## config.mk

```make
export PLATFORM = sky130hd
export DESIGN_NAME = axi_loader_sequencer
export DESIGN_NICKNAME = d
export VERILOG_FILES = /design/src/rtl/loader_seq_pkg.sv /design/src/rtl/loader_seq_prog_mem.sv /design/src/rtl/axi_loader_sequencer.sv
export SDC_FILE = /design/constraint.sdc
export NUM_CORES = 1
export LEC_CHECK = 0
export BUFFER_PORTS_ARGS = -buffer_cell sky130_fd_sc_hd__buf_2
export CAP_MARGIN = 20
export CELL_PAD_IN_SITES_DETAIL_PLACEMENT = 0
export CELL_PAD_IN_SITES_GLOBAL_PLACEMENT = 1
export CORE_UTILIZATION = 40
export DETAILED_ROUTE_END_ITERATION = 7
export PLACE_DENSITY_LB_ADDON = 0.1
export SKIP_LAST_GASP = 1
export SLEW_MARGIN = 40
export SYNTH_ARGS = -nofsm -noshare
export SYNTH_HDL_FRONTEND = slang
export SYNTH_SLANG_ARGS = --single-unit
export TNS_END_PERCENT = 100
```

## constraint.sdc

```tcl
create_clock -name clk_i -period 3.75 [get_ports clk_i]
set_input_delay 0.75 -clock clk_i [delete_from_list [all_inputs] [get_ports clk_i]]
set_output_delay 0.75 -clock clk_i [all_outputs]
set_load 0.005 [all_outputs]
```

## src/rtl/loader_seq_pkg.sv

```systemverilog
// loader_seq_pkg: shared types and widths for the loader sequencer
package loader_seq_pkg;
  localparam int ID_W = 5;
  localparam int AXLEN_W = 8;
  localparam int ROUND_W = 16;
  typedef enum logic [2:0] {
    S_IDLE,
    S_LOAD,
    S_START,
    S_WAIT_ACK,
    S_WAIT_IDLE,
    S_DONE
  } seq_state_e;
  typedef struct packed {
    logic [ID_W-1:0]    id;
    logic               write;
    logic [AXLEN_W-1:0] axlen;
  } loader_desc_t;
endpackage

```

## src/rtl/loader_seq_prog_mem.sv

```systemverilog
// loader_seq_prog_mem: descriptor program register file, sync write, comb read
// ports: clk, we/waddr/wdata write port, raddr/rdata read port
module loader_seq_prog_mem
  import loader_seq_pkg::*;
#(
  parameter int DEPTH = 16
) (
  input  logic                     clk,
  input  logic                     we,
  input  logic [$clog2(DEPTH)-1:0] waddr,
  input  loader_desc_t             wdata,
  input  logic [$clog2(DEPTH)-1:0] raddr,
  output loader_desc_t             rdata
);
  loader_desc_t mem [DEPTH];
  always_ff @(posedge clk)
    if (we) mem[waddr] <= wdata;
  assign rdata = mem[raddr];
endmodule

```

## src/rtl/axi_loader_sequencer.sv

```systemverilog
// axi_loader_sequencer: runs rounds of a descriptor program through one axi_master_loader
// ports: clk_i/rst_i; prog_* program write; num_desc_i/rounds_i/req_depth_cfg_i/run_i/stop_i control;
// req_depth_o/id_o/write_o/axlen_o/fifo_push_o/start_o/idle_i loader side; busy_o/done_o/round_cnt_o/error_o status
module axi_loader_sequencer
  import loader_seq_pkg::*;
#(
  parameter int ID_WIDTH    = 5,
  parameter int AXLEN_WIDTH = 8,
  parameter int DEPTH_WIDTH = 8,
  parameter int PROG_DEPTH  = 16,
  parameter int FIFO_DEPTH  = 32,
  parameter int ACK_TIMEOUT = 64
) (
  input  logic                          clk_i,
  input  logic                          rst_i,
  input  logic                          prog_we_i,
  input  logic [$clog2(PROG_DEPTH)-1:0] prog_addr_i,
  input  logic [ID_WIDTH-1:0]           prog_id_i,
  input  logic                          prog_write_i,
  input  logic [AXLEN_WIDTH-1:0]        prog_axlen_i,
  input  logic [$clog2(PROG_DEPTH):0]   num_desc_i,
  input  logic [15:0]                   rounds_i,
  input  logic [DEPTH_WIDTH-1:0]        req_depth_cfg_i,
  input  logic                          run_i,
  input  logic                          stop_i,
  output logic [DEPTH_WIDTH-1:0]        req_depth_o,
  output logic [ID_WIDTH-1:0]           id_o,
  output logic                          write_o,
  output logic [AXLEN_WIDTH-1:0]        axlen_o,
  output logic                          fifo_push_o,
  output logic                          start_o,
  input  logic                          idle_i,
  output logic                          busy_o,
  output logic                          done_o,
  output logic [15:0]                   round_cnt_o,
  output logic                          error_o
);
  localparam int AW = $clog2(PROG_DEPTH);
  localparam int NW = AW + 1;
  localparam int MAX_DESC = PROG_DEPTH < FIFO_DEPTH ? PROG_DEPTH : FIFO_DEPTH;
  localparam int TW = $clog2(ACK_TIMEOUT) + 1;
  seq_state_e          state;
  logic [NW-1:0]       n_q;
  logic [NW-1:0]       idx;
  logic [ROUND_W-1:0]  rounds_q;
  logic [TW-1:0]       timer;
  logic                stop_q;
  logic                legal;
  loader_desc_t        wdata;
  loader_desc_t        rd;
  assign legal = (num_desc_i != '0) && (int'(num_desc_i) <= MAX_DESC);
  assign wdata = '{id: ID_W'(prog_id_i), write: prog_write_i, axlen: AXLEN_W'(prog_axlen_i)};
  // idx sits at 0 outside LOAD, so the slot-0 descriptor is already on rd when a round begins
  loader_seq_prog_mem #(.DEPTH(PROG_DEPTH)) u_mem (
    .clk   (clk_i),
    .we    (prog_we_i && state == S_IDLE),
    .waddr (prog_addr_i),
    .wdata (wdata),
    .raddr (idx[AW-1:0]),
    .rdata (rd)
  );
  always_ff @(posedge clk_i) begin
    if (rst_i) begin
      state       <= S_IDLE;
      n_q         <= '0;
      idx         <= '0;
      rounds_q    <= '0;
      timer       <= '0;
      stop_q      <= 1'b0;
      req_depth_o <= '0;
      id_o        <= '0;
      write_o     <= 1'b0;
      axlen_o     <= '0;
      fifo_push_o <= 1'b0;
      start_o     <= 1'b0;
      busy_o      <= 1'b0;
      done_o      <= 1'b0;
      round_cnt_o <= '0;
      error_o     <= 1'b0;
    end else begin
      if (state != S_IDLE && stop_i) stop_q <= 1'b1;
      case (state)
        S_IDLE:
          if (run_i && idle_i) begin
            if (legal) begin
              n_q         <= num_desc_i;
              rounds_q    <= rounds_i;
              req_depth_o <= req_depth_cfg_i;
              round_cnt_o <= '0;
              error_o     <= 1'b0;
              stop_q      <= 1'b0;
              busy_o      <= 1'b1;
              fifo_push_o <= 1'b1;
              id_o        <= ID_WIDTH'(rd.id);
              write_o     <= rd.write;
              axlen_o     <= AXLEN_WIDTH'(rd.axlen);
              idx         <= NW'(1);
              state       <= S_LOAD;
            end else error_o <= 1'b1;
          end
        S_LOAD:
          if (idx == n_q) begin
            fifo_push_o <= 1'b0;
            id_o        <= '0;
            write_o     <= 1'b0;
            axlen_o     <= '0;
            idx         <= '0;
            start_o     <= 1'b1;
            state       <= S_START;
          end else begin
            id_o    <= ID_WIDTH'(rd.id);
            write_o <= rd.write;
            axlen_o <= AXLEN_WIDTH'(rd.axlen);
            idx     <= idx + 1'b1;
          end
        S_START: begin
          start_o <= 1'b0;
          timer   <= '0;
          state   <= S_WAIT_ACK;
        end
        S_WAIT_ACK:
          if (!idle_i) state <= S_WAIT_IDLE;
          else if (timer == TW'(ACK_TIMEOUT - 1)) begin
            error_o <= 1'b1;
            done_o  <= 1'b1;
            state   <= S_DONE;
          end else timer <= timer + 1'b1;
        S_WAIT_IDLE:
          if (idle_i) begin
            round_cnt_o <= round_cnt_o + 1'b1;
            if (stop_q || (rounds_q != '0 && round_cnt_o + 1'b1 == rounds_q)) begin
              done_o <= 1'b1;
              state  <= S_DONE;
            end else begin
              fifo_push_o <= 1'b1;
              id_o        <= ID_WIDTH'(rd.id);
              write_o     <= rd.write;
              axlen_o     <= AXLEN_WIDTH'(rd.axlen);
              idx         <= NW'(1);
              state       <= S_LOAD;
            end
          end
        S_DONE: begin
          done_o <= 1'b0;
          busy_o <= 1'b0;
          state  <= S_IDLE;
        end
        default: state <= S_IDLE;
      endcase
    end
  end
endmodule

```

==> results.ini <==
[floorplan]
initial_core_util=0.4054
dieHeight_um=180.6
ios=96
die_x_um=180.6
die_area_um2=32620
rows=65
core_um2=31470

[finish]
layout-drive-gt1-share=0.2498
nFillCells=2780
final_area_um2=15060
final_cells=1452
mostFrequentLayoutCells=edfxtp_1 (224), nand2_1 (99), buf_2 (95)
area_growth_pct=18.05
fin_nets=1078
layout_commonest_cell=edfxtp_1

[clock_tree]
h-tree-depth=2
numCtsBuffers=36
cts_setup_buffers=0
cts_tree=yes
ctsHoldBuffers=0
clk_latency_ps=520
clkTransAtPathRegs_ps=60
cts.sinks=308
ctsResizeCount=0
cts_max_path_buffers=3
clock-root-buffer=clkbuf_16

[synth]
ys_types=53
seq_area_frac_synth=0.6590
synth_area_per_cell_um2=14.10
synth_seq_cells=308
synth.area.top_cells=edfxtp_1 (53%), dfxtp_1 (13%), mux4_2 (9.9%), nand2_1 (2.9%), a21oi_1 (2.8%)
netlist_area_um2=12760
synth-async-reset-ratio=0
syn-num-nets=961
netlist_instances=905
synth_top_area_share=0.5272
synth_area_leader_cell=edfxtp_1
yosys_most_used_dff=edfxtp_1
synth_warnings=0
synth_enable_flop_cells=224

[grt]
antenna_found_initial=4
grt_pass1_wl_mm=48.00
grt_usage=0.1954
grt_max_degree=79
overflow=0
grt_pass1_vias=7867

[sta]
holdWs_ps=449.5
clock.fmax_mhz=308.5
period_share=0.8643
drv_slew=0
slew_headroom=0.4491
fin_tns_setup_ps=0
worstMarginPinSlew_ps=823.3
setup_violations=0
rsz0062_at_grt=no
period_needed_ps=3241
finalClockSkew_ps=8.040
hold_viol=0

[worst_setup_path]
worstPathRequired_ps=4170
slowest_delay_ps=490
path_buf_inv=1
cp-end-kind=register
cp.arrival_ps=3660
r2r_cells=9
worst-setup-path-type=register to register
crit_cells=9
critPathLaunch=round_cnt_o[0]
slowest_stage=nor3_1
r2r_start=round_cnt_o[0]
crit_fanout=23
cp-start-kind=register
critPathTopFamily=simple AND/OR/NAND/NOR gates
cp_cell_sequence=ha_1, nand3_2, nor3_1, o32ai_1, or4_4, nor4_4, a211oi_4, buf_4, a311oi_1

[pwr]
power.density_nw_per_um2=529.6
ir_drop_mv=0.3497
p_leak_nw=5.077

[placement]
placed_area_um2=13890
portBuffers=95
placed_cells=1386
place.gp.congestion=0.7766
hpwl_mm=20.91

[drt]
drc=0
routed_wl_mm=31.49
via_per_inst=5.391
dr.pass1.iters=4
wire_per_inst_um=21.69
dr.first_iter.drc_count=486
final_antenna_net_count=0
vias=7828

[flow_run]
maxCapViolCount=0

[run_status]
status=completed

[worst_hold_path]
min_path_cells=2
min_from=req_depth_o[7]
worstHoldPathType=register to register

-- area by class of cell --
type	instances	area (um2)	share of cell area
diodes	1	2.502	0.0001661
clock buffers	50	1015	0.06736
clock inverters	15	147.6	0.009802
inverters	7	26.28	0.001744
multi-input cells	535	4131	0.2743
flip-flops and latches	308	8416	0.5587
well taps	402	503.0	0.03339
repair buffers	134	822.0	0.05457
-- routing by layer --
metal / vias up / track usage / part of all wire / wire length (um)
met5: - / 0 / 0.00086 / 27
met4: 4 / 0.04581 / 0.017 / 522
met3: 44 / 0.03294 / 0.045 / 1411
met2: 187 / 0.3293 / 0.48 / 15000
met1: 3925 / 0.2639 / 0.46 / 14530
li1: 3668 / - / - / -
-- Yosys cell counts, types with 2 or more instances --
master     number
a21oi_1        71
nand4_1         9
mux2i_1        29
inv_1           7
nor4_1          6
and4_1          4
ha_1            3
buf_1           8
dfxtp_1        84
and3_1          6
buf_2           9
nand3b_1        2
or3_1          12
xor2_1         15
clkbuf_1       35
nor2b_1        21
nor3_1         19
or3b_2          4
a211oi_1       15
nand2b_1       19
o21a_1          4
nand2_1        99
buf_4           2
o21ai_0        27
nor2_1         44
xnor2_1        19
nand3_1        12
or4_1           2
a311oi_2        2
mux4_2         56
a31oi_1         6
o21bai_1        2
a311oi_1        3
o2111ai_1       2
and2_1          5
a41oi_1         2
edfxtp_1      224
-- worst paths after layout --
kind / end / slack, ps
worst max-delay path: register / 510
worst min register to register: req_depth_o[7] / 450
worst max register to register: register / 510
worst min-delay path: req_depth_o[7] / 450
-- per-stage QoR --
step / worst slack (ps) / power [mW] / util
finish: 508.8 / 7.977 / 0.4786
floorplan: 890.0 / 4.344 / -
global placement: 702.3 / 4.628 / 0.4411
global route: 301.6 / 8.262 / 0.4786
CTS: 507.5 / 8.074 / 0.4782
detailed placement: 559.0 / 4.632 / 0.4413
-- kinds of logic after synthesis --
family / count (synthesis) / share of synthesized area
AOI/OAI and AO/OA: 143 / 0.06737
buffers and inverters: 62 / 0.02030
adders and majority gates: 3 / 0.002942
DFF: 308 / 0.6590
muxes: 85 / 0.1216
and+or+nand+nor: 270 / 0.1055
xor gates and xnor gates: 34 / 0.02334
-- tightest hold or removal path: stages, from the launching register on --
cell and delay (ps):
dfxtp_1 300, nand2_1 50, a21oi_1 50
-- power breakdown --
part	internal, mW	leakage, nW	switching (mW)
sequential	3.74	2.70	0.0870
clock	2.04	0.572	1.38
combinational	0.334	1.80	0.388
-- flip-flops by register name, summed over array words and instances (netlist names), 3 cells and up, named ones only --
signal,count
round_cnt_o,16
axlen_o,8
id_o,5
n_q,5
u_mem.mem,224
state,3
req_depth_o,8
rounds_q,16
timer,7
idx,5
No activity file was read; power rests on OpenSTA's default activity.
